<file path="src/rtl/vector_multicycle_alu_if.sv">
// Purpose: operand/result handshake bundle between the execute pipeline and the vector ALU.
// Latency: none; wires only.
// Backpressure: startValid/startReady on operands, resultValid/resultReady on result, busy as stall.
//
// Ports (signals):
//   startValid/startReady, aluControl, saturate, useScalar  - operation request handshake
//   vectorOperand1/2, scalarOperand                          - operands, element i at index i
//   resultValid/resultReady, result, zeroMask                - result handshake
//   busy                                                     - pipeline stall request
// Modports: master = pipeline side, slave = ALU side.
interface vector_multicycle_alu_if #(
    parameter int VECTOR_DATA_WIDTH = 8,
    parameter int VECTOR_SIZE       = 6,
    parameter int ALU_CONTROL_WIDTH = 3
);
    logic                                            startValid;
    logic                                            startReady;
    logic [ALU_CONTROL_WIDTH-1:0]                    aluControl;
    logic                                            saturate;
    logic                                            useScalar;
    logic [VECTOR_SIZE-1:0][VECTOR_DATA_WIDTH-1:0]   vectorOperand1;
    logic [VECTOR_SIZE-1:0][VECTOR_DATA_WIDTH-1:0]   vectorOperand2;
    logic [VECTOR_DATA_WIDTH-1:0]                    scalarOperand;
    logic                                            resultValid;
    logic                                            resultReady;
    logic [VECTOR_SIZE-1:0][VECTOR_DATA_WIDTH-1:0]   result;
    logic [VECTOR_SIZE-1:0]                          zeroMask;
    logic                                            busy;

    modport master (
        output startValid, aluControl, saturate, useScalar,
               vectorOperand1, vectorOperand2, scalarOperand, resultReady,
        input  startReady, resultValid, result, zeroMask, busy
    );

    modport slave (
        input  startValid, aluControl, saturate, useScalar,
               vectorOperand1, vectorOperand2, scalarOperand, resultReady,
        output startReady, resultValid, result, zeroMask, busy
    );
endinterface

</file>
<file path="src/rtl/vector_multicycle_alu.sv">
// Purpose: multi-cycle vector ALU, LANES element ALUs swept over the vector in PASSES passes.
// Latency: accept at edge T -> resultValid after edge T+PASSES, PASSES = ceil(VECTOR_SIZE/LANES).
// Backpressure: result held in DONE until resultReady; new op accepted in IDLE or on DONE handshake.
//
// Ports:
//   clock - rising-edge clock
//   reset - synchronous, active-low; clears state, pass counter, result, zeroMask, resultValid
//   bus   - vector_multicycle_alu_if.slave (request/result handshakes, busy stall)
module vector_multicycle_alu #(
    parameter int VECTOR_DATA_WIDTH = 8,
    parameter int VECTOR_SIZE       = 6,
    parameter int LANES             = 2,
    parameter int ALU_CONTROL_WIDTH = 3
) (
    input  logic                     clock,
    input  logic                     reset,
    vector_multicycle_alu_if.slave   bus
);
    localparam int W         = VECTOR_DATA_WIDTH;
    localparam int PASSES    = (VECTOR_SIZE + LANES - 1) / LANES;
    localparam int PW        = (PASSES > 1) ? $clog2(PASSES) : 1;
    localparam int SHW       = (W > 1) ? $clog2(W) : 1;
    localparam int VEC_BITS  = VECTOR_SIZE * W;
    localparam int GRID_BITS = PASSES * LANES * W;
    localparam int ZGRID     = PASSES * LANES;

    localparam logic [PW-1:0] LAST_PASS = PW'(PASSES - 1);

    localparam logic [ALU_CONTROL_WIDTH-1:0] OP_ADD = ALU_CONTROL_WIDTH'(0);
    localparam logic [ALU_CONTROL_WIDTH-1:0] OP_SUB = ALU_CONTROL_WIDTH'(1);
    localparam logic [ALU_CONTROL_WIDTH-1:0] OP_AND = ALU_CONTROL_WIDTH'(2);
    localparam logic [ALU_CONTROL_WIDTH-1:0] OP_OR  = ALU_CONTROL_WIDTH'(3);
    localparam logic [ALU_CONTROL_WIDTH-1:0] OP_XOR = ALU_CONTROL_WIDTH'(4);
    localparam logic [ALU_CONTROL_WIDTH-1:0] OP_SHL = ALU_CONTROL_WIDTH'(5);
    localparam logic [ALU_CONTROL_WIDTH-1:0] OP_MUL = ALU_CONTROL_WIDTH'(6);
    localparam logic [ALU_CONTROL_WIDTH-1:0] OP_PSB = ALU_CONTROL_WIDTH'(7);

    typedef enum logic [1:0] {IDLE, RUN, DONE} state_t;
    typedef logic [W-1:0]                          elem_t;
    typedef logic [VECTOR_SIZE-1:0][W-1:0]         vec_t;
    typedef logic [LANES-1:0][W-1:0]               lanes_t;
    // The vector viewed as PASSES rows of LANES elements; the last row is
    // zero-padded when LANES does not divide VECTOR_SIZE, so padding lanes
    // compute on zeros and their results are dropped on the way back.
    typedef logic [PASSES-1:0][LANES-1:0][W-1:0]   grid_t;
    typedef logic [PASSES-1:0][LANES-1:0]          zgrid_t;

    state_t                       state_q, state_d;
    logic [PW-1:0]                pass_q, pass_d;
    logic [ALU_CONTROL_WIDTH-1:0] ctrl_q, ctrl_d;
    logic                         sat_q, sat_d;
    vec_t                         opa_q, opa_d;
    vec_t                         opb_q, opb_d;
    vec_t                         result_q, result_d;
    logic [VECTOR_SIZE-1:0]       zmask_q, zmask_d;
    logic                         valid_q, valid_d;

    logic   start_ready;
    logic   accept;
    grid_t  opa_grid, opb_grid, res_grid;
    zgrid_t zm_grid;
    lanes_t lane_a, lane_b, lane_res;
    logic [LANES-1:0] lane_zero;

    function automatic elem_t lane_alu(input logic [ALU_CONTROL_WIDTH-1:0] op,
                                       input logic sat, input elem_t a, input elem_t b);
        logic [W:0] wide;
        elem_t      r;
        wide = '0;
        r    = '0;
        case (op)
            OP_ADD: begin
                wide = {1'b0, a} + {1'b0, b};
                r    = (sat && wide[W]) ? '1 : wide[W-1:0];
            end
            OP_SUB: begin
                // bit W of the extended difference is the borrow
                wide = {1'b0, a} - {1'b0, b};
                r    = (sat && wide[W]) ? '0 : wide[W-1:0];
            end
            OP_AND:  r = a & b;
            OP_OR:   r = a | b;
            OP_XOR:  r = a ^ b;
            OP_SHL:  r = a << b[SHW-1:0];
            OP_MUL:  r = a * b;
            OP_PSB:  r = b;
            default: r = '0;
        endcase
        return r;
    endfunction

    assign start_ready = (state_q == IDLE) || ((state_q == DONE) && bus.resultReady);
    assign accept      = bus.startValid && start_ready;

    // Lane operand select: the current pass picks one row of the grid.
    always_comb begin
        opa_grid = GRID_BITS'(opa_q);
        opb_grid = GRID_BITS'(opb_q);
        lane_a   = opa_grid[pass_q];
        lane_b   = opb_grid[pass_q];
        for (int l = 0; l < LANES; l++) begin
            lane_res[l]  = lane_alu(ctrl_q, sat_q, lane_a[l], lane_b[l]);
            lane_zero[l] = (lane_res[l] == '0);
        end
    end

    always_comb begin
        state_d  = state_q;
        pass_d   = pass_q;
        ctrl_d   = ctrl_q;
        sat_d    = sat_q;
        opa_d    = opa_q;
        opb_d    = opb_q;
        result_d = result_q;
        zmask_d  = zmask_q;
        valid_d  = valid_q;
        res_grid = GRID_BITS'(result_q);
        zm_grid  = ZGRID'(zmask_q);

        case (state_q)
            IDLE: ;
            RUN: begin
                res_grid[pass_q] = lane_res;
                zm_grid[pass_q]  = lane_zero;
                // Truncating back to the vector discards padding lanes.
                result_d = VEC_BITS'(res_grid);
                zmask_d  = VECTOR_SIZE'(zm_grid);
                if (pass_q == LAST_PASS) begin
                    state_d = DONE;
                    valid_d = 1'b1;
                end else begin
                    pass_d = pass_q + PW'(1);
                end
            end
            DONE: begin
                if (bus.resultReady) begin
                    state_d = IDLE;
                    valid_d = 1'b0;
                end
            end
            default: begin
                state_d = IDLE;
                valid_d = 1'b0;
            end
        endcase

        // Accept is only possible from IDLE or a DONE handshake, so it may
        // override the next state chosen above (back-to-back without a bubble).
        if (accept) begin
            ctrl_d  = bus.aluControl;
            sat_d   = bus.saturate;
            opa_d   = bus.vectorOperand1;
            opb_d   = bus.useScalar ? {VECTOR_SIZE{bus.scalarOperand}} : bus.vectorOperand2;
            pass_d  = '0;
            state_d = RUN;
            valid_d = 1'b0;
        end
    end

    always_ff @(posedge clock) begin
        if (!reset) begin
            state_q  <= IDLE;
            pass_q   <= '0;
            ctrl_q   <= '0;
            sat_q    <= 1'b0;
            opa_q    <= '0;
            opb_q    <= '0;
            result_q <= '0;
            zmask_q  <= '0;
            valid_q  <= 1'b0;
        end else begin
            state_q  <= state_d;
            pass_q   <= pass_d;
            ctrl_q   <= ctrl_d;
            sat_q    <= sat_d;
            opa_q    <= opa_d;
            opb_q    <= opb_d;
            result_q <= result_d;
            zmask_q  <= zmask_d;
            valid_q  <= valid_d;
        end
    end

    assign bus.startReady  = start_ready;
    assign bus.resultValid = valid_q;
    assign bus.result      = result_q;
    assign bus.zeroMask    = zmask_q;
    assign bus.busy        = (state_q == RUN) || ((state_q == DONE) && !bus.resultReady);

endmodule

</file>
<file path="src/flat_wrapper.sv">
// flat-port wrapper written by rule: the top's interface ports become plain ports
module vector_multicycle_alu_flat 
#(
    parameter int VECTOR_DATA_WIDTH = 8,
    parameter int VECTOR_SIZE       = 6,
    parameter int LANES             = 2,
    parameter int ALU_CONTROL_WIDTH = 3
)
  (clock, reset, bus_startValid, bus_aluControl, bus_saturate, bus_useScalar, bus_vectorOperand1, bus_vectorOperand2, bus_scalarOperand, bus_resultReady, bus_startReady, bus_resultValid, bus_result, bus_zeroMask, bus_busy);
  vector_multicycle_alu_if #(.VECTOR_DATA_WIDTH(VECTOR_DATA_WIDTH), .VECTOR_SIZE(VECTOR_SIZE), .ALU_CONTROL_WIDTH(ALU_CONTROL_WIDTH)) bus_i ();
  input  logic clock;
  input  logic reset;
  input wire logic [$bits(bus_i.startValid)-1:0] bus_startValid;
  input wire logic [$bits(bus_i.aluControl)-1:0] bus_aluControl;
  input wire logic [$bits(bus_i.saturate)-1:0] bus_saturate;
  input wire logic [$bits(bus_i.useScalar)-1:0] bus_useScalar;
  input wire logic [$bits(bus_i.vectorOperand1)-1:0] bus_vectorOperand1;
  input wire logic [$bits(bus_i.vectorOperand2)-1:0] bus_vectorOperand2;
  input wire logic [$bits(bus_i.scalarOperand)-1:0] bus_scalarOperand;
  input wire logic [$bits(bus_i.resultReady)-1:0] bus_resultReady;
  output wire logic [$bits(bus_i.startReady)-1:0] bus_startReady;
  output wire logic [$bits(bus_i.resultValid)-1:0] bus_resultValid;
  output wire logic [$bits(bus_i.result)-1:0] bus_result;
  output wire logic [$bits(bus_i.zeroMask)-1:0] bus_zeroMask;
  output wire logic [$bits(bus_i.busy)-1:0] bus_busy;
  assign bus_i.startValid = bus_startValid;
  assign bus_i.aluControl = bus_aluControl;
  assign bus_i.saturate = bus_saturate;
  assign bus_i.useScalar = bus_useScalar;
  assign bus_i.vectorOperand1 = bus_vectorOperand1;
  assign bus_i.vectorOperand2 = bus_vectorOperand2;
  assign bus_i.scalarOperand = bus_scalarOperand;
  assign bus_i.resultReady = bus_resultReady;
  assign bus_startReady = bus_i.startReady;
  assign bus_resultValid = bus_i.resultValid;
  assign bus_result = bus_i.result;
  assign bus_zeroMask = bus_i.zeroMask;
  assign bus_busy = bus_i.busy;
  vector_multicycle_alu #(.VECTOR_DATA_WIDTH(VECTOR_DATA_WIDTH), .VECTOR_SIZE(VECTOR_SIZE), .LANES(LANES), .ALU_CONTROL_WIDTH(ALU_CONTROL_WIDTH)) u_core (.clock(clock), .reset(reset), .bus(bus_i));
endmodule
</file>
<file path="config.mk">
export PLATFORM = sky130hd
export DESIGN_NAME = vector_multicycle_alu_flat
export DESIGN_NICKNAME = d
export VERILOG_FILES = /design/src/rtl/vector_multicycle_alu_if.sv /design/src/rtl/vector_multicycle_alu.sv /design/src/flat_wrapper.sv
export SDC_FILE = /design/constraint.sdc
export NUM_CORES = 1
export LEC_CHECK = 0
export CELL_PAD_IN_SITES_DETAIL_PLACEMENT = 1
export CELL_PAD_IN_SITES_GLOBAL_PLACEMENT = 2
export CORE_ASPECT_RATIO = 0.9
export CORE_MARGIN = 1
export CORE_UTILIZATION = 36
export DETAILED_ROUTE_END_ITERATION = 8
export PLACE_DENSITY = 0.95
export SLEW_MARGIN = 10
export SYNTH_ARGS = -nofsm -noshare
export SYNTH_HDL_FRONTEND = slang
export SYNTH_SLANG_ARGS = --single-unit
</file>
<file path="constraint.sdc">
create_clock -name clock -period 11.85 [get_ports clock]
set_input_delay 1.7775 -clock clock [delete_from_list [all_inputs] [get_ports clock]]
set_output_delay 1.7775 -clock clock [all_outputs]
set_load 0.05 [all_outputs]
</file>
==> results.sh, run 1 <==
export IMPL_crit_type="reg2reg"
export IMPL_max_freq_mhz=153
export IMPL_cp_arrival_ns=6.86
export IMPL_swShare=0.362
export IMPL_overflow=0
export IMPL_met1_usage=0.321
export IMPL_grt_pass1_vias=11728
export IMPL_synth_compound_area_frac=0.238
export IMPL_grt_pass1_wl_um=66000
export IMPL_via_per_inst=5.50
export IMPL_final_area_um2=14300
export IMPL_clockBufferDepth=2
export IMPL_ys_types=93
export IMPL_setup_viol=0
export IMPL_hp_start="u_core.bus.result[24]"
export IMPL_synth_top_family_by_area="compound AO/OA/AOI/OAI gates"
export IMPL_timing_rr_end="u_core.bus.result[37]"
export IMPL_ff2ff_setup_slack_ns=5.32
export IMPL_p_per_area_nw_per_um2=118
export IMPL_crit_path_frequent_cell="inv_1"
export IMPL_drive_gt1_frac=0.0640
export IMPL_track_usage=0.250
export IMPL_gp_congestion=0.942
export IMPL_fin_tns_setup_ns=0
export IMPL_ys_seq_area_frac=0.265
export IMPL_clockPowerShare=0.335
export IMPL_drtAntennaViolNets=0
export IMPL_cap_violations=0
export IMPL_htreeDepth=4
export IMPL_cp_required_ns=12.18
export IMPL_slew_headroom=0.284
export IMPL_placed_cell_area_um2=13700
export IMPL_fillers=3836
export IMPL_synth_edf_count=0
export IMPL_fin_crit_sh=0.551
export IMPL_reg2regPathDepth=24
export IMPL_p_leak_nw=6.33
export IMPL_io_buffer_count=169
export IMPL_routed_wirelength_um=41800
export IMPL_core_area_um2=32300
export IMPL_hold_path_class="reg2reg"
export IMPL_ctsResizeCount=0
export IMPL_place_inst=1962
export IMPL_async_flop_share=0
export IMPL_synth_warnings=0
export IMPL_finalHoldViolCount=0
export IMPL_critPathCaptureType="flop"
export IMPL_outcome="finished, final reports clean"
export IMPL_wl_per_cell_um=21.0
export IMPL_grtUsageMet2=0.421
export IMPL_die_area_um2=33900
export IMPL_worst_slew_pin_transition_ns=1.07
export IMPL_cts_tree="built"
export IMPL_fp_row_count=62
export IMPL_cp_slowest_cell="buf_4"
export IMPL_start_util=0.370
export IMPL_irDropWorstVdd_mv=0.105
export IMPL_switching_power_w=0.000610
export IMPL_synth_flop_cell="dfxtp_1"
export IMPL_syn_area_um2=11900
export IMPL_drt_pass1_iterations=7
export IMPL_min_period_ns=6.53
export IMPL_crit_path_start_kind="flop"
export IMPL_skew_ns=0.0135
export IMPL_cts_root_buf="clkbuf_16"
export IMPL_use_met3=0.0398
export IMPL_holdPathEnd="u_core.bus.result[24]"
export IMPL_cts_hold_buf=0
export IMPL_slew_viol_final=0
export IMPL_yosys_area_share_xor_xnor=0.0219
export IMPL_diodes=0
export IMPL_share_comb_of_total_power=0.317
export IMPL_hold_depth=2
export IMPL_cts_sinks=158
export IMPL_p_seq_frac=0.348
export IMPL_postLayoutCoreUtil=0.444
export IMPL_dp_hpwl_um=31800
export IMPL_cts_setup_buffers=0
export IMPL_final_nets=1791
export IMPL_antenna_found_initial=0
export IMPL_synth_nets=1682
export IMPL_route_vias_total=10958
export IMPL_syn_to_final_growth_pct=19.8
export IMPL_grt_max_degree=104
export IMPL_die_w_um=194
export IMPL_critPathMaxStageDelay_ns=0.59
export IMPL_ios=170
export IMPL_fp_dieH_um=175
export IMPL_busiest_layer="met2"
export IMPL_cp_max_fo=47
export IMPL_syn_inst=1456
export IMPL_final_cells=1993
export IMPL_clkTransAtPathRegs_ns=0.07
export IMPL_clk_latency_ns=0.44
export IMPL_syn_avg_cell_area_um2=8.21
export IMPL_drc=0
export IMPL_reg2reg_from="u_core.pass_q[1]"
export IMPL_synthMuxAreaShare=0.0894
export IMPL_ys_ff_latch=158
export IMPL_worstPathCellList="buf_4 > nor2b_2 > buf_4 > a21oi_2 > clkinv_1 > ha_1 > inv_1 > fa_1 > inv_1 > fa_1 > ha_1 > inv_1 > fa_1 > inv_1 > ha_1 > xor2_1 > a21oi_1 > o22ai_1 > o22ai_1 > a211oi_1 > a22oi_1 > o211ai_1 > o21ai_0 > and2_1"
export IMPL_drt_iter0_drc=739
export IMPL_rsz0062_at_grt="no"
export IMPL_yosys_area_share_simple=0.170
export IMPL_cts_buffers_inserted=17
export IMPL_intPower_w=0.00108
export IMPL_synth_fa_ha_area_frac=0.136
-- synthesized netlist by cell type (all sizes together) (3+ instances only) --
cell type    number  share of area
a211oi           12         0.0084
a21boi           78          0.049
a21o             11         0.0069
a21oi            71          0.030
a2bb2oi          11          0.013
a31oi             6         0.0031
a41o              3         0.0025
and2             20          0.011
and3              5         0.0026
buf              24          0.016
clkbuf           62          0.023
clkinv            6         0.0019
dfxtp           158           0.26
dlygate4sd3       3         0.0025
fa               28          0.047
ha               85          0.089
inv             110          0.035
mux2              3         0.0028
mux2i           103          0.087
nand2           298          0.094
nand2b            4         0.0021
nand3            21         0.0088
nand4             7         0.0042
nor2             79          0.025
nor2b             7         0.0037
nor3              8         0.0043
nor4              5         0.0031
o211a            52          0.044
o211ai           15         0.0098
o21a              5         0.0031
o21ai            47          0.020
o21bai            6         0.0038
o221ai            7         0.0057
o22a             13          0.011
o22ai            12         0.0068
o2bb2ai           4         0.0045
o41ai             3         0.0022
or2               6         0.0031
xnor2            17          0.014
xor2              6         0.0044
-- sequential cells by signal, indices dropped and copies added, names as in the netlist --
register / flops
u_core.sat_q: 1
u_core.pass_q: 2
u_core.opa_grid: 48
u_core.state_q: 2
u_core.opb_grid: 48
u_core.bus.zeroMask: 6
u_core.ctrl_q: 3
u_core.bus.result: 48
-- worst max-delay path: cells and delay by family (launching register included) --
family                   cells  cell delay [ns]
adder cells (fa/ha/maj)      6             2.19
AO/OA/AOI/OAI                8             1.84
buffers and inverters        7             1.52
flip-flops                   1             0.35
AND/OR/NAND/NOR              2             0.30
XOR/XNOR                     1             0.20
-- placed cells by master (no fill, tap or decap), drive strengths merged, types with 7 or more instances in the layout --
| master | count |
|---|---|
| clkinv | 9 |
| ha | 85 |
| o22a | 13 |
| a21boi | 78 |
| o221ai | 7 |
| o211ai | 15 |
| and2 | 20 |
| dfxtp | 158 |
| o211a | 52 |
| nand4 | 7 |
| a2bb2oi | 11 |
| o22ai | 12 |
| fa | 28 |
| a21oi | 71 |
| nor3 | 8 |
| clkdlybuf4s50 | 167 |
| nand3 | 21 |
| inv | 113 |
| nor2 | 79 |
| a211oi | 12 |
| o21ai | 47 |
| nor2b | 7 |
| clkbuf | 21 |
| nand2 | 298 |
| a21o | 11 |
| mux2i | 103 |
| xnor2 | 17 |
| buf | 13 |
-- routing by layer --
metal / up-vias / routed length [um]
met5: - / 0
met4: 0 / 1330
met3: 73 / 1800
met2: 255 / 19600
met1: 5408 / 19000
li1: 5222 / -
-- metrics by stage --
stage | setup slack, ns | hold WS, ns | power, W
floorplan | 6.68 | 0.443 | 0.000947
detailed placement | 5.45 | 0.460 | 0.00113
CTS | 5.41 | 0.470 | 0.00169
global route | 4.85 | 0.490 | 0.00177
global placement | 5.67 | 0.453 | 0.00112
finish | 5.32 | 0.467 | 0.00169
-- worst max-delay path by stage --
stage	start	to	slack, ns	cells after the start
floorplan	u_core.pass_q[1]	u_core.bus.zeroMask[3]	6.68	24
CTS	u_core.pass_q[1]	u_core.bus.zeroMask[4]	5.41	24
global placement	u_core.pass_q[1]	u_core.bus.zeroMask[4]	5.67	23
detailed placement	u_core.pass_q[1]	u_core.bus.zeroMask[4]	5.45	23
finish	u_core.pass_q[1]	u_core.bus.result[37]	5.32	24
global route	u_core.pass_q[1]	u_core.bus.zeroMask[2]	4.85	24
-- power by group through the flow --
| stage | registers [W] | clock network [W] | logic, W |
|---|---|---|---|
| 4_1_cts | 0.000587 | 0.000573 | 0.000533 |
| 3_3_place_gp | 0.000598 | 0 | 0.000518 |
| 3_5_place_dp | 0.000599 | 0 | 0.000529 |
| 6_report | 0.000587 | 0.000564 | 0.000535 |
| 5_1_grt | 0.000591 | 0.000591 | 0.000584 |
| 2_1_floorplan | 0.000614 | 0 | 0.000333 |
-- cells by family (layout without fill, tap and decap cells) --
family                     count (synthesis)  in the layout
and+or+nand+nor                          472            472
AOI/OAI and AO/OA                        376            376
buffers and inverters                    206            327
DFF                                      158            158
adders and majority gates                113            113
muxes                                    106            106
xor gates and xnor gates                  25             25
-- final cells by class --
| type | count | area [um2] | area share |
|---|---|---|---|
| multi-input cells | 1092 | 7840 | 0.548 |
| flip-flops and latches | 158 | 3170 | 0.221 |
| repair buffers | 180 | 1770 | 0.123 |
| well taps | 416 | 520 | 0.0364 |
| clock buffers | 21 | 480 | 0.0336 |
| inverters | 116 | 443 | 0.0309 |
| clock inverters | 10 | 101 | 0.00708 |
Power figures use the tool's default switching activity.
==> run 2: changes to the inputs <==
CORE_UTILIZATION = 33   (was 36)
PLACE_DENSITY = 0.92   (was 0.95)
clock period = 6.38 ns   (was 11.85 ns; I/O delays follow)
==> run 2 against run 1 <==
Compared with the run above:
- power is 86% higher
- die area up 9.0%
- cell count is 3.4% higher
- clock-buffer cell count unchanged
- cell area increased by 1.1%
- sequential power up 86%
- critical path depth is 4 lower
- worst setup slack worse by 5.0 ns
- combinational power increased by 89%
- fmax grew 7.4%
==> results.sh, run 2 (synthesis gave the netlist of run 1 again) <==
export IMPL_outcome="finished, final reports clean"
export IMPL_fin_tns_setup_ns=0
export IMPL_final_nets=1805
export IMPL_drt_iter0_drc=759
export IMPL_drive_gt1_frac=0.0722
export IMPL_mostFrequentLayoutCell="nand2_1"
export IMPL_slew_viol_final=0
export IMPL_track_usage=0.229
export IMPL_overflow=0
export IMPL_cp_max_fo=18
export IMPL_drc=0
export IMPL_core_area_um2=35400
export IMPL_hold_depth=2
export IMPL_reg2regPathDepth=20
export IMPL_ctsResizeCount=0
export IMPL_antenna_found_initial=0
export IMPL_drtAntennaViolNets=0
export IMPL_die_area_um2=37000
export IMPL_clkTransAtPathRegs_ns=0.07
export IMPL_cts_sinks=158
export IMPL_cp_arrival_ns=6.42
export IMPL_dp_hpwl_um=32200
export IMPL_hp_start="u_core.opa_grid[12]"
export IMPL_cap_violations=0
export IMPL_grt_max_degree=110
export IMPL_fp_dieH_um=183
export IMPL_drt_pass1_iterations=6
export IMPL_slew_headroom=0.301
export IMPL_start_util=0.338
export IMPL_syn_to_final_growth_pct=21.2
export IMPL_gp_congestion=0.896
export IMPL_wl_per_cell_um=20.4
export IMPL_worst_slew_pin_transition_ns=1.05
export IMPL_htreeDepth=4
export IMPL_timing_rr_end="u_core.bus.zeroMask[1]"
export IMPL_grt_pass1_vias=11569
export IMPL_irDropWorstVdd_mv=0.199
export IMPL_crit_path_start_kind="flop"
export IMPL_reg2reg_from="u_core.pass_q[1]"
export IMPL_grt_pass1_wl_um=66000
export IMPL_p_leak_nw=6.39
export IMPL_fp_row_count=65
export IMPL_critPathCaptureType="flop"
export IMPL_final_cell_mix="295 x nand2_1, 167 x clkdlybuf4s50_1, 155 x dfxtp_1"
export IMPL_setup_viol=0
export IMPL_max_freq_mhz=165
export IMPL_cts_root_buf="clkbuf_16"
export IMPL_cp_required_ns=6.72
export IMPL_rsz0062_at_grt="no"
export IMPL_clockBufferDepth=2
export IMPL_p_per_area_nw_per_um2=216
export IMPL_finalPower_w=0.00313
export IMPL_clk_latency_ns=0.44
export IMPL_routed_wirelength_um=42000
export IMPL_ff2ff_setup_slack_ns=0.30
export IMPL_route_vias_total=11008
export IMPL_io_buffer_count=169
export IMPL_hold_path_class="reg2reg"
export IMPL_via_per_inst=5.34
export IMPL_cts_buffers_inserted=17
export IMPL_die_w_um=203
export IMPL_cts_setup_buffers=0
export IMPL_crit_type="reg2reg"
export IMPL_skew_ns=0.0120
export IMPL_fin_crit_sh=0.953
export IMPL_diodes=0
export IMPL_ios=170
export IMPL_fillers=4225
export IMPL_cts_tree="built"
export IMPL_cts_hold_buf=0
export IMPL_finalHoldViolCount=0
export IMPL_holdPathEnd="u_core.opa_grid[12]"
export IMPL_min_period_ns=6.08
run 2: cell count changes in the layout (fill, tap and decap cells not counted):
cell / change
buf_4: +14
clkbuf_1: +2
clkbuf_8: -2
clkinv_2: +1
clkinv_4: -1
dfxtp_1: -1
dfxtp_2: +1
inv_6: +1
run 2: metal layers:
layer  up-vias  part of all wire  track usage
met5         -                 0            0
met2       238              0.49        0.402
li1       5256                 -            -
met1      5474              0.46        0.299
met3        40             0.032       0.0264
met4         0             0.016       0.0559
run 2: worst max path at each step:
stage,startpoint,to,slack [ns],cells past startpoint
2_1_floorplan,u_core.pass_q[1],u_core.bus.zeroMask[3],1.21,24
5_1_grt,u_core.pass_q[1],u_core.bus.zeroMask[1],0.02,20
4_1_cts,u_core.pass_q[1],u_core.bus.zeroMask[1],0.31,20
3_5_place_dp,u_core.pass_q[1],u_core.bus.result[15],0.38,21
3_3_place_gp,u_core.pass_q[1],u_core.bus.zeroMask[1],0.46,20
6_report,u_core.pass_q[1],u_core.bus.zeroMask[1],0.30,20
run 2: final cells by class:
| type | count | area [um2] | area share |
|---|---|---|---|
| multi-input combinational | 1092 | 7840 | 0.542 |
| sequential | 158 | 3170 | 0.219 |
| timing repair buffer | 194 | 1870 | 0.129 |
| tap | 469 | 587 | 0.0405 |
| clock buffer | 21 | 460 | 0.0318 |
| inverter | 116 | 443 | 0.0306 |
| clock inverter | 11 | 106 | 0.00735 |
run 2: report_power, final:
| group | leakage (nW) | switching, W | internal (W) | total, W |
|---|---|---|---|---|
| clock | 0.271 | 0.000466 | 0.000563 | 0.00103 |
| sequential | 1.30 | 0.0000448 | 0.00105 | 0.00109 |
| combinational | 4.82 | 0.000628 | 0.000381 | 0.00101 |
run 2: through the flow:
step / util / hold WS, ns / worst slack (ns) / cell area (um2) / cells
detailed placement: 0.393 / 0.461 / 0.378 / 13900 / 2029
global route: 0.409 / 0.494 / 0.0185 / 14500 / 2061
global placement: 0.393 / 0.453 / 0.457 / 13900 / 2029
finish: 0.409 / 0.469 / 0.302 / 14500 / 2061
CTS: 0.409 / 0.471 / 0.307 / 14500 / 2061
floorplan: - / 0.443 / 1.21 / 11900 / 1456
run 2: worst max-delay path, stage by stage, from the launching register on:
cell	delay (ns)
dfxtp_2	0.63
buf_4	0.32
mux2i_1	0.22
o22a_1	0.41
clkinv_1	0.27
ha_1	0.28
inv_1	0.14
fa_1	0.43
inv_1	0.07
ha_1	0.24
fa_1	0.48
inv_1	0.05
fa_1	0.48
inv_1	0.05
ha_1	0.30
xor2_1	0.18
o21ai_0	0.30
a31oi_1	0.13
a32oi_1	0.57
nor4_2	0.16
a41o_1	0.26
